--- src/rtl/seven_seg_pkg.sv ---
// Shared 7-segment definitions used by the display drivers and the scan
// receiver: active-low segment patterns (bit6=g .. bit0=a), 4-bit digit
// codes, receiver FSM states and the sampled scan-line record.
package seven_seg_pkg;

  localparam logic [6:0] SEG_0     = 7'b1000000;
  localparam logic [6:0] SEG_1     = 7'b1111001;
  localparam logic [6:0] SEG_2     = 7'b0100100;
  localparam logic [6:0] SEG_3     = 7'b0110000;
  localparam logic [6:0] SEG_4     = 7'b0011001;
  localparam logic [6:0] SEG_5     = 7'b0010010;
  localparam logic [6:0] SEG_6     = 7'b0000010;
  localparam logic [6:0] SEG_7     = 7'b1111000;
  localparam logic [6:0] SEG_8     = 7'b0000000;
  localparam logic [6:0] SEG_9     = 7'b0010000;
  localparam logic [6:0] SEG_S     = 7'b0010010;  // same glyph as 5
  localparam logic [6:0] SEG_T     = 7'b0000111;
  localparam logic [6:0] SEG_E     = 7'b0000110;
  localparam logic [6:0] SEG_BLANK = 7'b1111111;

  localparam logic [3:0] CODE_S       = 4'hA;
  localparam logic [3:0] CODE_T       = 4'hB;
  localparam logic [3:0] CODE_E       = 4'hC;
  localparam logic [3:0] CODE_INVALID = 4'hE;
  localparam logic [3:0] CODE_BLANK   = 4'hF;

  typedef enum logic [1:0] {
    ST_SETTLING = 2'd0,
    ST_ACCEPT   = 2'd1,
    ST_LOCKED   = 2'd2
  } rx_state_e;

  typedef struct packed {
    logic [7:0] an;   // active-low anodes
    logic [6:0] seg;  // active-low cathodes
  } scan_sample_t;

  // Position of the lowest low bit of an active-low anode vector.
  function automatic logic [2:0] anode_index(input logic [7:0] an_n);
    logic [2:0] idx;
    idx = '0;
    for (int i = 7; i >= 0; i--)
      if (!an_n[i]) idx = 3'(i);
    return idx;
  endfunction

endpackage

--- src/rtl/seven_seg_scan_receiver_if.sv ---
// Scan-line / frame bus of the 7-segment receiver.
//   master : drives seg_in/an_in, observes the published frame
//   slave  : the receiver
interface seven_seg_scan_receiver_if;
  logic [6:0]  seg_in;
  logic [7:0]  an_in;
  logic [31:0] digits;
  logic        frame_valid;
  logic        frame_strobe;
  logic        multi_anode;
  logic        seg_error;

  modport master (
    output seg_in, an_in,
    input  digits, frame_valid, frame_strobe, multi_anode, seg_error
  );

  modport slave (
    input  seg_in, an_in,
    output digits, frame_valid, frame_strobe, multi_anode, seg_error
  );
endinterface

--- src/rtl/seven_seg_scan_receiver_seg_pattern_decoder.sv ---
// seg_pattern_decoder: active-low 7-segment pattern -> 4-bit code.
//   i_seg     : pattern, bit6=g .. bit0=a
//   o_code    : decoded code (CODE_INVALID when unknown)
//   o_invalid : pattern not in the code table
module seg_pattern_decoder
  import seven_seg_pkg::*;
(
  input  logic [6:0] i_seg,
  output logic [3:0] o_code,
  output logic       o_invalid
);

  always_comb begin
    o_code    = CODE_INVALID;
    o_invalid = 1'b0;
    case (i_seg)
      SEG_0:     o_code = 4'h0;
      SEG_1:     o_code = 4'h1;
      SEG_2:     o_code = 4'h2;
      SEG_3:     o_code = 4'h3;
      SEG_4:     o_code = 4'h4;
      SEG_5:     o_code = 4'h5;  // "S" is indistinguishable, reported as 5
      SEG_6:     o_code = 4'h6;
      SEG_7:     o_code = 4'h7;
      SEG_8:     o_code = 4'h8;
      SEG_9:     o_code = 4'h9;
      SEG_T:     o_code = CODE_T;
      SEG_E:     o_code = CODE_E;
      SEG_BLANK: o_code = CODE_BLANK;
      default:   o_invalid = 1'b1;
    endcase
  end

endmodule

--- src/rtl/seven_seg_scan_receiver.sv ---
// seven_seg_scan_receiver: samples a multiplexed active-low 7-segment scan,
// drops transition ghosts, decodes stable digits and publishes 8-digit frames.
//   clk, reset_n      : clock, async active-low reset
//   bus.seg_in/an_in  : scan lines from the display driver
//   bus.digits        : last published frame, nibble i = digit i
//   bus.frame_valid   : digits holds a frame published since reset/timeout
//   bus.frame_strobe  : one-cycle pulse when digits updates
//   bus.multi_anode   : pulse, stable pattern had >= 2 anodes low
//   bus.seg_error     : pulse, accepted segment pattern not decodable
module seven_seg_scan_receiver
  import seven_seg_pkg::*;
#(
  parameter int SYNC_STAGES    = 2,
  parameter int SETTLE_CYCLES  = 16,
  parameter int TIMEOUT_CYCLES = 1048576
) (
  input logic                      clk,
  input logic                      reset_n,
  seven_seg_scan_receiver_if.slave bus
);

  localparam int CW = $clog2(SETTLE_CYCLES);
  localparam int TW = $clog2(TIMEOUT_CYCLES);
  localparam logic [CW-1:0] SETTLE_LAST = CW'(SETTLE_CYCLES - 1);
  localparam logic [TW-1:0] IDLE_LAST   = TW'(TIMEOUT_CYCLES - 1);
  localparam logic [TW-1:0] IDLE_FIRE   = TW'(TIMEOUT_CYCLES - 2);

  // ---------------- input synchronizer and stability counter ----------------
  scan_sample_t [SYNC_STAGES-1:0] r_sync;
  logic [CW-1:0]                  r_cnt;
  scan_sample_t                   w_s;
  scan_sample_t                   w_next;

  assign w_s    = r_sync[SYNC_STAGES-1];
  assign w_next = r_sync[SYNC_STAGES-2];

  // r_cnt is aligned with w_s: it counts how many earlier samples equal the
  // current one, so it clears on the same edge that w_s changes.
  always_ff @(posedge clk or negedge reset_n) begin
    if (!reset_n) begin
      r_sync <= '1;
      r_cnt  <= '0;
    end else begin
      r_sync[0] <= {bus.an_in, bus.seg_in};
      for (int i = 1; i < SYNC_STAGES; i++) r_sync[i] <= r_sync[i-1];
      if (w_next != w_s)            r_cnt <= '0;
      else if (r_cnt != SETTLE_LAST) r_cnt <= r_cnt + CW'(1);
    end
  end

  // ---------------- classification / decode of the current sample ----------
  logic       w_an_none, w_an_one, w_an_multi;
  logic [3:0] w_code;
  logic       w_invalid;

  assign w_an_none  = &w_s.an;
  assign w_an_one   = $onehot(~w_s.an);
  assign w_an_multi = !w_an_none && !w_an_one;

  seg_pattern_decoder u_dec (
    .i_seg     (w_s.seg),
    .o_code    (w_code),
    .o_invalid (w_invalid)
  );

  // ---------------- FSM, frame buffer, timeout ------------------------------
  rx_state_e       r_state;
  logic            r_acc_one, r_acc_none;
  logic [2:0]      r_acc_idx;
  logic [3:0]      r_acc_code;
  logic [7:0][3:0] r_buf;
  logic [7:0]      r_written;
  logic [2:0]      r_last_idx;
  logic            r_first, r_gap;
  logic [TW-1:0]   r_idle;
  logic [31:0]     r_digits;
  logic            r_valid, r_strobe, r_multi, r_segerr;

  logic [31:0]     w_publish;
  logic            w_accept_one;
  logic            w_boundary;

  // Positions not written during the closing frame read as blank.
  always_comb begin
    w_publish = '1;
    for (int i = 0; i < 8; i++)
      if (r_written[i]) w_publish[4*i +: 4] = r_buf[i];
  end

  assign w_accept_one = (r_state == ST_ACCEPT) && r_acc_one;
  // A new frame starts when the scan wraps to a lower index, or revisits the
  // same index after a blank slot (single-digit displays).
  assign w_boundary   = !r_first &&
                        ((r_acc_idx < r_last_idx) || ((r_acc_idx == r_last_idx) && r_gap));

  always_ff @(posedge clk or negedge reset_n) begin
    if (!reset_n) begin
      r_state    <= ST_SETTLING;
      r_acc_one  <= 1'b0;
      r_acc_none <= 1'b0;
      r_acc_idx  <= '0;
      r_acc_code <= CODE_BLANK;
      r_buf      <= '1;
      r_written  <= '0;
      r_last_idx <= '0;
      r_first    <= 1'b1;
      r_gap      <= 1'b0;
      r_idle     <= '0;
      r_digits   <= '1;
      r_valid    <= 1'b0;
      r_strobe   <= 1'b0;
      r_multi    <= 1'b0;
      r_segerr   <= 1'b0;
    end else begin
      r_strobe <= 1'b0;
      r_multi  <= 1'b0;
      r_segerr <= 1'b0;

      case (r_state)
        ST_SETTLING: if (r_cnt == SETTLE_LAST) begin
          // Capture the stable sample so a change on this edge cannot leak in.
          r_state    <= ST_ACCEPT;
          r_acc_one  <= w_an_one;
          r_acc_none <= w_an_none;
          r_acc_idx  <= anode_index(w_s.an);
          r_acc_code <= w_code;
          r_multi    <= w_an_multi;
          r_segerr   <= w_an_one && w_invalid;
        end
        ST_ACCEPT: r_state <= ST_LOCKED;
        ST_LOCKED: if (r_cnt == '0) r_state <= ST_SETTLING;
        default:   r_state <= ST_SETTLING;
      endcase

      if ((r_state == ST_ACCEPT) && r_acc_none) r_gap <= 1'b1;

      if (w_accept_one) begin
        if (w_boundary) begin
          r_digits <= w_publish;
          r_strobe <= 1'b1;
          r_valid  <= 1'b1;
        end
        r_buf[r_acc_idx] <= r_acc_code;
        r_written  <= (w_boundary ? 8'h00 : r_written) | (8'h01 << r_acc_idx);
        r_last_idx <= r_acc_idx;
        r_first    <= 1'b0;
        r_gap      <= 1'b0;
        r_idle     <= '0;
      end else if (r_idle != IDLE_LAST) begin
        r_idle <= r_idle + TW'(1);
        if (r_idle == IDLE_FIRE) begin
          r_digits  <= '1;
          r_valid   <= 1'b0;
          r_written <= '0;
          r_first   <= 1'b1;
        end
      end
    end
  end

  assign bus.digits       = r_digits;
  assign bus.frame_valid  = r_valid;
  assign bus.frame_strobe = r_strobe;
  assign bus.multi_anode  = r_multi;
  assign bus.seg_error    = r_segerr;

endmodule

--- src/flat_wrapper.sv ---
// flat-port wrapper written by rule: the top's interface ports become plain ports
module seven_seg_scan_receiver_flat import seven_seg_pkg::*;
#(
  parameter int SYNC_STAGES    = 2,
  parameter int SETTLE_CYCLES  = 16,
  parameter int TIMEOUT_CYCLES = 1048576
)
  (clk, reset_n, bus_seg_in, bus_an_in, bus_digits, bus_frame_valid, bus_frame_strobe, bus_multi_anode, bus_seg_error);
  seven_seg_scan_receiver_if bus_i ();
  input logic clk;
  input logic reset_n;
  input wire logic [$bits(bus_i.seg_in)-1:0] bus_seg_in;
  input wire logic [$bits(bus_i.an_in)-1:0] bus_an_in;
  output wire logic [$bits(bus_i.digits)-1:0] bus_digits;
  output wire logic [$bits(bus_i.frame_valid)-1:0] bus_frame_valid;
  output wire logic [$bits(bus_i.frame_strobe)-1:0] bus_frame_strobe;
  output wire logic [$bits(bus_i.multi_anode)-1:0] bus_multi_anode;
  output wire logic [$bits(bus_i.seg_error)-1:0] bus_seg_error;
  assign bus_i.seg_in = bus_seg_in;
  assign bus_i.an_in = bus_an_in;
  assign bus_digits = bus_i.digits;
  assign bus_frame_valid = bus_i.frame_valid;
  assign bus_frame_strobe = bus_i.frame_strobe;
  assign bus_multi_anode = bus_i.multi_anode;
  assign bus_seg_error = bus_i.seg_error;
  seven_seg_scan_receiver #(.SYNC_STAGES(SYNC_STAGES), .SETTLE_CYCLES(SETTLE_CYCLES), .TIMEOUT_CYCLES(TIMEOUT_CYCLES)) u_core (.clk(clk), .reset_n(reset_n), .bus(bus_i));
endmodule
--- config.mk ---
export PLATFORM = sky130hd
export DESIGN_NAME = seven_seg_scan_receiver_flat
export DESIGN_NICKNAME = d
export VERILOG_FILES = /design/src/rtl/seven_seg_pkg.sv /design/src/rtl/seven_seg_scan_receiver_if.sv /design/src/rtl/seven_seg_scan_receiver_seg_pattern_decoder.sv /design/src/rtl/seven_seg_scan_receiver.sv /design/src/flat_wrapper.sv
export SDC_FILE = /design/constraint.sdc
export NUM_CORES = 1
export LEC_CHECK = 0
export BUFFER_PORTS_ARGS = -buffer_cell sky130_fd_sc_hd__buf_4
export CORE_MARGIN = 2
export CORE_UTILIZATION = 50
export CTS_CLUSTER_DIAMETER = 100
export CTS_CLUSTER_SIZE = 12
export DETAILED_ROUTE_END_ITERATION = 6
export GPL_TIMING_DRIVEN = 1
export PLACE_DENSITY_LB_ADDON = 0.2
export SYNTH_ARGS = -nofsm -noshare
export SYNTH_HDL_FRONTEND = slang
export SYNTH_SLANG_ARGS = --single-unit
--- constraint.sdc ---
create_clock -name clk -period 4 [get_ports clk]
set_input_delay 0.6 -clock clk [delete_from_list [all_inputs] [get_ports clk]]
set_output_delay 0.6 -clock clk [all_outputs]
set_load 0.1 [all_outputs]
==> results.json, run 1 <==
{
  "status": "completed",
  "peakVddDrop_uv": 268,
  "critical_path_class": "flip-flop to flip-flop",
  "p_int_mw": 2.51,
  "post_drt_wl_per_cell_um": 14.7,
  "fin_ws_ns": 0.658,
  "synthTopCellsByCount": "99 x dfstp_2, 73 x nor2_1, 71 x inv_1",
  "utilization": 0.592,
  "setup_viol": 0,
  "dp_hpwl_mm": 8.34,
  "netlist_top_cells_area": "dfstp_2 38%, dfrtp_1 17%, mux2_2 5.5%",
  "start_util": 0.510,
  "p_comb_frac": 0.036,
  "maxSlewViolCount": 0,
  "ys_seq_elements": 146,
  "dp.cells": 812,
  "cts_root_buffer": "clkbuf_16",
  "post-cts-setup-buffers": 0,
  "clk-insertion-delay-late_ns": 0.41,
  "grt_pass1_wl_mm": 21.3,
  "drt_iter0_drc": 200,
  "routed_via_density": 5.15,
  "hold_class": "input pin to asynchronous set/reset pin",
  "async_flop_share": 1.00,
  "fin_crit_ns": 3.34,
  "synth_area_mm2": 0.00676,
  "cts_resized": 0,
  "core_mm2": 0.0132,
  "clk_pin_slew_ns": 0.06,
  "max_cap_viol_count": 0,
  "cts_hold_buf": 0,
  "fin_cells": 843,
  "ios": 53,
  "rsz0062_at_grt": "false",
  "synth_warnings": 0,
  "synth_top_cell_area_share": 0.385,
  "fin_crit_sh": 0.835,
  "start_kind": "flip-flop",
  "wirelength_mm": 12.4,
  "ys.flop_type": "dfstp_2",
  "rows": 42,
  "finalInstanceArea_mm2": 0.00784,
  "p_per_area_mw_per_mm2": 402,
  "die_height_um": 120,
  "worst_pin_slew_ns": 0.699,
  "seq_area_frac_synth": 0.559,
  "grt_antenna_before_repair": 0,
  "worst_ep_required_time_ns": 4.35,
  "setup_tns_ns": 0,
  "switching_share": 0.205,
  "p_seq_frac": 0.487,
  "detail-route-antenna-nets": 0,
  "avgSynthCellArea_um2": 11.2,
  "drive_above_1_share": 0.330,
  "area_growth_pct": 16.0,
  "p_switching_mw": 0.647,
  "placed_area_mm2": 0.00727,
  "synth_enable_flop_cells": 0,
  "cp-end-kind": "flip-flop",
  "clock-sinks": 146,
  "place_worst_setup_slack_ns": 0.706,
  "fmax_mhz": 299,
  "cp_max_fo": 6,
  "fp.dieW_um": 120,
  "place_congestion": 0.832,
  "cts_buffer_depth": 2,
  "cts_tree": "built",
  "dieArea_mm2": 0.0145,
  "clock_power_share": 0.478,
  "num-fill-cells": 1107,
  "grt_pass1_vias": 4447,
  "grt_max_degree": 76,
  "hold_viol": 0,
  "finalClockSkew_ns": 0.00707,
  "yosys.area.top_type": "dfstp_2",
  "leakage_nw": 3.44,
  "cts-buffers-inserted": 17,
  "htreeDepth": 4,
  "yosysMostFrequentCell": "dfstp_2",
  "diodes": 0,
  "nNetsFinal": 695,
  "syn_inst": 601,
  "drc_errors": 0,
  "timing.slew.headroom": 0.533,
  "grt_use_total": 0.188,
  "ys_types": 55,
  "vias": 4344,
  "arrival_ns": 3.69,
  "first_pass_iters": 4,
  "port_buffers": 52,
  "syn-num-nets": 641,
  "overflow": 0
}
## power by group through the flow
stage	Clock (mW)	Combinational [mW]	Sequential [mW]
3_3_place_gp	0	0.107	1.55
2_1_floorplan	0	0.0633	1.54
4_1_cts	1.55	0.115	1.53
5_1_grt	1.63	0.130	1.54
6_report	1.51	0.112	1.53
3_5_place_dp	0	0.112	1.56
## per-layer routing
metal,GRT usage,share of wire,vias up
li1,-,-,2118
met1,0.243,0.46,2140
met2,0.301,0.49,74
met3,0.0533,0.033,12
met4,0.0719,0.013,0
met5,0,0,-
## state kept, by name (all words and copies together), names as in the netlist, 2 cells and up
name               cells
u_core.r_written       8
u_core.r_last_idx      3
u_core.bus.digits     32
u_core.r_state         2
u_core.r_acc_code      4
u_core.r_buf          32
u_core.r_acc_idx       3
u_core.r_cnt           4
u_core.r_idle         20
u_core.r_sync         30
## path summary, 6_finish.rpt
kind	from	endpoint	slack, ns	cells past startpoint
setup reg to reg	u_core.r_sync[22]	u_core.bus.seg_error	0.66	11
hold reg to reg	u_core.r_sync[0]	u_core.r_sync[15]	0.37	0
hold / removal	reset_n	u_core.r_written[6]	0.22	1
setup / recovery	u_core.r_sync[22]	u_core.bus.seg_error	0.66	11
min in group clk	bus_seg_in[2]	u_core.r_sync[2]	0.29	1
max in group asynchronous	reset_n	u_core.r_buf[28]	2.94	2
## through the flow
step,power (mW),hold slack (ns)
after global placement,1.66,0.364
after floorplan,1.61,0.304
after CTS,3.20,0.220
after detailed placement,1.67,0.363
final,3.15,0.218
after global routing,3.29,0.243
## cell families (layout without fill, tap and decap cells)
group,Yosys count,after routing,synth area share
muxes,65,65,0.102
xor gates and xnor gates,29,29,0.0376
AOI/OAI and AO/OA,60,60,0.0555
adders and majority gates,23,23,0.0470
buffers and inverters,92,158,0.0607
DFF,146,146,0.559
and+or+nand+nor,186,186,0.138
## layout make-up
class / count / area (um2) / area share
tap: 176 / 220 / 0.0281
multi-input combinational: 363 / 2570 / 0.328
clock buffer: 29 / 564 / 0.0720
timing repair buffer: 55 / 429 / 0.0547
inverter: 72 / 270 / 0.0345
sequential: 146 / 3780 / 0.482
clock inverter: 2 / 10.0 / 0.00128
## critical path, cell delays in order, from the launching register on
cell and delay (ns):
dfstp_2 0.59, inv_1 0.06, ha_1 0.22, fa_1 0.54
inv_1 0.05, fa_1 0.53, inv_1 0.04, ha_1 0.20
fa_1 0.43, nor4b_1 0.36, nand2_1 0.13, nor2_1 0.12
## cell usage in the layout (no fill, tap or decap), types with 5 or more instances in the layout
| master | instances |
|---|---|
| xnor2_1 | 15 |
| ha_1 | 19 |
| o21ai_0 | 15 |
| nand2_1 | 31 |
| clkbuf_1 | 6 |
| mux2i_1 | 32 |
| a21oi_1 | 9 |
| buf_4 | 53 |
| nand3_1 | 15 |
| dfstp_2 | 99 |
| nor4_1 | 5 |
| clkbuf_16 | 20 |
| xor2_1 | 14 |
| inv_1 | 71 |
| nor2_1 | 73 |
| nor3_1 | 20 |
| a31oi_1 | 10 |
| dfrtp_1 | 47 |
| nand4_1 | 6 |
| mux2_2 | 33 |
Power figures use the tool's default switching activity.
==> inputs of run 2 (changes only) <==
clock period = 3 ns   (was 4 ns; I/O delays follow)
==> run 2 against run 1 <==
  * Total power is 36% higher
  * Clock-buffer cell count is 4 lower
  * Core utilization is 0.94 points higher
  * Critical path type unchanged
  * Largest power group is now clock
==> results.json, run 2 (same netlist as run 1, synthesis figures left out) <==
{
  "p_per_area_mw_per_mm2": 539,
  "endpoint": "u_core.bus.seg_error",
  "drt_iter0_drc": 234,
  "clock-sinks": 146,
  "setup_viol": 0,
  "grt_pass1_vias": 4363,
  "timing.critical_path.mode_cell": "fa_1",
  "vias": 4423,
  "cts-buffers-inserted": 17,
  "worst_ep_required_time_ns": 3.35,
  "drc_errors": 0,
  "place_congestion": 0.857,
  "post-cts-setup-buffers": 0,
  "reg2reg_from": "u_core.r_sync[23]",
  "hold_class": "input pin to asynchronous set/reset pin",
  "cp_slowest_cell": "dfstp_2",
  "critPathTopFamily": "adder cells",
  "status": "completed",
  "grt.busiest_layer": "met2",
  "htreeDepth": 4,
  "fin_crit_sh": 0.992,
  "cts_root_buffer": "clkbuf_16",
  "grt_use_met2": 0.300,
  "cts_buffer_depth": 2,
  "start_util": 0.510,
  "routed_via_density": 5.19,
  "maxSlewViolCount": 0,
  "core_mm2": 0.0132,
  "grt_use_total": 0.187,
  "diodes": 0,
  "fp.dieW_um": 120,
  "reg2reg_slack_ns": 0.02,
  "cts_tree": "built",
  "fmax_mhz": 336,
  "r2r_cells": 11,
  "fin_cells": 853,
  "r2r_end": "u_core.bus.seg_error",
  "finalInstanceArea_mm2": 0.00797,
  "clk-insertion-delay-late_ns": 0.42,
  "drive_above_1_share": 0.355,
  "cp-end-kind": "flip-flop",
  "port_buffers": 52,
  "crit_buf_inv": 3,
  "area_growth_pct": 17.9,
  "cp_max_fo": 2,
  "grt_pass1_wl_mm": 21.0,
  "rows": 42,
  "rsz0062_at_grt": "true",
  "detail-route-antenna-nets": 0,
  "met1_usage": 0.237,
  "dieArea_mm2": 0.0145,
  "dp.cells": 823,
  "peakVddDrop_uv": 380,
  "finalClockSkew_ns": 0.00881,
  "wirelength_mm": 12.3,
  "first_pass_iters": 5,
  "post_drt_wl_per_cell_um": 14.4,
  "die_height_um": 120,
  "worst_pin_slew_ns": 0.729,
  "ios": 53,
  "fin_crit_ns": 2.98,
  "path_cells": "inv_2 -> ha_4 -> fa_1 -> inv_1 -> fa_1 -> inv_1 -> ha_2 -> fa_1 -> nor4b_4 -> nand2_1 -> nor2_1",
  "arrival_ns": 3.33,
  "critical_path_class": "flip-flop to flip-flop",
  "dp_hpwl_mm": 8.47,
  "grt_antenna_before_repair": 0,
  "grt_max_degree": 69,
  "layout_commonest_cell": "dfstp_2",
  "nNetsFinal": 706,
  "overflow": 0,
  "leakage_nw": 3.50,
  "clk_pin_slew_ns": 0.05,
  "start_kind": "flip-flop",
  "placed_area_mm2": 0.00738,
  "cp.depth": 11,
  "hold_viol": 0,
  "cts_hold_buf": 0,
  "most-common-layout-cells": "99 x dfstp_2, 73 x nor2_1, 68 x inv_1",
  "startpoint": "u_core.r_sync[23]",
  "cpPeakStageDelay_ns": 0.54,
  "finalPower_mw": 4.30,
  "grtUsageMet3": 0.0462,
  "max_cap_viol_count": 0,
  "timing.slew.headroom": 0.513
}
## run 2: changes by cell type in the layout (fill, tap and decap cells not counted)
cell       before  now
buf_4          53   64
bufinv_16       0    2
clkbuf_1        6    4
clkbuf_16      20   18
clkinv_2        2    3
fa_1            4    3
fa_2            0    1
ha_1           19   16
ha_2            0    2
ha_4            0    1
inv_1          71   68
inv_2           0    3
nor4b_1         2    1
nor4b_4         0    1
## run 2: power breakdown
group | total [mW] | internal [mW] | leakage [nW] | switching [mW]
sequential | 2.04 | 2.01 | 1.67 | 0.0272
combinational | 0.184 | 0.0829 | 1.54 | 0.102
clock | 2.07 | 1.33 | 0.288 | 0.745
## run 2: worst min-delay path by stage
stage / from / endpoint / slack (ns) / cells past startpoint
finish: reset_n / u_core.r_written[0] / 0.02 / 1
floorplan: reset_n / u_core.bus.frame_strobe / 0.15 / 0
global placement: u_core.r_sync[4] / u_core.r_sync[19] / 0.36 / 0
global route: reset_n / u_core.r_written[0] / 0.06 / 1
detailed placement: u_core.r_sync[2] / u_core.r_sync[17] / 0.36 / 0
CTS: reset_n / u_core.r_written[0] / 0.04 / 1
## run 2: per-layer routing
metal,wire [um],part of all wire,vias up
met1,5540,0.45,2173
met3,441,0.036,21
met2,6010,0.49,90
met5,0,0,-
met4,282,0.023,0
li1,-,-,2139
## run 2: repair_timing
item                       CTS  global route
gates cloned                 0             0
setup endpoints to repair    3             3
pin swaps                    1             1
gates resized for setup      0             2
## run 2: final cells by class
cell class                 instances  area, um2
multi-input combinational        363       2610
fill                            1099       5280
sequential                       146       3780
tap                              176        220
inverter                          72        270
clock buffer                      25        507
clock inverter                     5       75.1
timing repair buffer              66        512
## run 2: per-stage QoR
stage / hold WS [ns] / setup WS (ns) / setup TNS, ns / util
3_3_place_gp: 0.363 / -0.00636 / -0.00636 / 0.557
5_1_grt: 0.0639 / -0.144 / -0.356 / 0.602
3_5_place_dp: 0.363 / -0.0643 / -0.124 / 0.557
4_1_cts: 0.0354 / 0.000352 / 0 / 0.601
2_1_floorplan: 0.154 / 0.00467 / 0 / -
6_report: 0.0206 / 0.0232 / 0 / 0.602
==> inputs of run 3 (changes only) <==
CORE_MARGIN = 1   (was 2)
MAX_ROUTING_LAYER = met4   (was unset)
==> run 3 against run 2 <==
  * Maximum frequency rose by 0.26%
  * Sequential share of layout area fell by 0.24 points
  * Highest routed layer unchanged
  * Core utilization rose by 0.54 points
  * Register-to-register slack barely moved
  * Global-route usage rose by 1.3 points
  * Sequential power barely moved
  * First-iteration DRC count fell by 12%
  * Flip-flop and latch count did not move
  * Combinational power rose by 5%
  * Worst setup slack improved by 0.0077 ns
  * Critical endpoint unchanged
==> results.json, run 3 (same netlist as run 1, synthesis figures left out) <==
{
  "clk_pin_slew_ns": 0.06,
  "fin_ws_ns": 0.0308,
  "cpPeakStageDelay_ns": 0.53,
  "critical_path_class": "flip-flop to flip-flop",
  "core_mm2": 0.0132,
  "die_height_um": 118,
  "startpoint": "u_core.r_sync[23]",
  "whs_ns": 0.0297,
  "peakVddDrop_uv": 433,
  "place_worst_setup_slack_ns": -0.0837,
  "finalInstanceArea_mm2": 0.00801,
  "detail-route-antenna-nets": 0,
  "arrival_ns": 3.32,
  "fin_cells": 854,
  "cts_root_buffer": "clkbuf_16",
  "dp_hpwl_mm": 8.55,
  "placed_area_mm2": 0.00738,
  "reg2reg_slack_ns": 0.03,
  "fmax_mhz": 337,
  "reg2reg_from": "u_core.r_sync[23]",
  "path_cells": "inv_2 -> ha_4 -> fa_1 -> inv_1 -> fa_1 -> inv_1 -> ha_2 -> fa_1 -> nor4b_4 -> nand2_1 -> nor2_1",
  "fp.dieW_um": 118,
  "r2r_end": "u_core.bus.seg_error",
  "p_comb_frac": 0.044,
  "cts_buffer_depth": 2,
  "setup_viol": 0,
  "dieArea_mm2": 0.0140,
  "cp_max_fo": 2,
  "multi_input_area_mm2": 0.00262,
  "p_switching_mw": 0.904,
  "cp_slowest_cell": "dfstp_2",
  "rows": 42,
  "vias": 4398,
  "finalPower_mw": 4.37,
  "finalClockSkew_ns": 0.00867,
  "grt_antenna_before_repair": 0,
  "layout_commonest_cell": "dfstp_2",
  "p_per_area_mw_per_mm2": 546,
  "cts_hold_buf": 0,
  "htreeDepth": 4,
  "worst_ep_required_time_ns": 3.35,
  "hold_class": "input pin to asynchronous set/reset pin",
  "grt_pass1_vias": 4538,
  "cts_tree": "built",
  "dp.cells": 822,
  "ios": 53,
  "place_congestion": 0.875,
  "num-fill-cells": 1078,
  "grt_max_degree": 66,
  "clock_power_share": 0.489,
  "port_buffers": 52,
  "fin_crit_sh": 0.990,
  "p_seq_frac": 0.467,
  "endpoint": "u_core.bus.seg_error",
  "cp-end-kind": "flip-flop",
  "wirelength_mm": 12.3,
  "first_pass_iters": 5,
  "setup_tns_ns": 0,
  "switching_share": 0.207,
  "drive_above_1_share": 0.363,
  "utilization": 0.607,
  "cts-buffers-inserted": 17,
  "nNetsFinal": 705,
  "regArea_mm2": 0.00378,
  "most-common-layout-cells": "99 x dfstp_2, 73 x nor2_1, 66 x inv_1",
  "routed_via_density": 5.15,
  "start_util": 0.512,
  "post-cts-setup-buffers": 0,
  "leakage_nw": 3.51,
  "area_growth_pct": 18.5,
  "grt_use_total": 0.200,
  "fin_crit_ns": 2.97,
  "post_drt_wl_per_cell_um": 14.4,
  "clock-sinks": 146,
  "r2r_cells": 11,
  "maxSlewViolCount": 0,
  "start_kind": "flip-flop",
  "clk-insertion-delay-late_ns": 0.42,
  "grt_pass1_wl_mm": 21.5,
  "max_cap_viol_count": 0,
  "drc_errors": 0,
  "p_int_mw": 3.47,
  "timing.critical_path.mode_cell": "fa_1",
  "overflow": 0,
  "status": "completed",
  "drt_iter0_drc": 206,
  "worst_pin_slew_ns": 0.806,
  "diodes": 0,
  "hold_viol": 0,
  "timing.slew.headroom": 0.461,
  "rsz0062_at_grt": "true"
}
-- run 3: changes by cell type in the layout (fill, tap and decap cells not counted), sizes merged --
| cell | previous run | this run |
|---|---|---|
| buf | 66 | 65 |
| clkinv | 4 | 6 |
| bufinv | 2 | 3 |
| clkbuf | 25 | 22 |
| inv | 71 | 73 |
-- run 3: routing by layer --
layer	GRT usage	share of wire	vias up	routed length [um]
li1	-	-	2148	-
met1	0.247	0.45	2153	5490
met2	0.313	0.50	75	6190
met3	0.0458	0.028	22	346
met4	0.0946	0.023	0	278
met5	-	0	-	0
-- run 3: what timing repair did --
item | CTS | global route
pin swaps | 4 | 1
gates resized for setup | 0 | 6
endpoints found under the setup margin | 3 | 3
-- run 3: final cells by class --
cell class | count | share of cell area
Clock buffer | 22 | 0.0592
Clock inverter | 10 | 0.0163
Inverter | 72 | 0.0337
Multi-Input combinational cell | 363 | 0.327
Sequential cell | 146 | 0.472
Tap cell | 176 | 0.0275
Timing Repair Buffer | 65 | 0.0645
-- run 3: worst min-delay path by stage --
stage | to | slack (ns) | cells past startpoint
after CTS | u_core.r_written[0] | 0.03 | 1
final | u_core.r_written[0] | 0.03 | 1
after detailed placement | u_core.r_sync[22] | 0.36 | 0
after floorplan | u_core.bus.frame_strobe | 0.15 | 0
after global placement | u_core.r_sync[24] | 0.36 | 0
after global routing | u_core.r_written[0] | 0.05 | 1
-- run 3: critical path: cells and delay by family (launching register included) --
family,cells,cell delay (ns)
flops,1,0.53
fa+ha+maj,5,1.78
simple gates,3,0.44
buf+inv,3,0.15
-- run 3: power by group through the flow --
stage / clock network [mW] / registers, mW / logic [mW]
after global placement: 0 / 2.07 / 0.167
after floorplan: 0 / 2.06 / 0.0945
after CTS: 2.19 / 2.04 / 0.179
after global routing: 2.27 / 2.04 / 0.216
final: 2.14 / 2.04 / 0.193
after detailed placement: 0 / 2.07 / 0.176
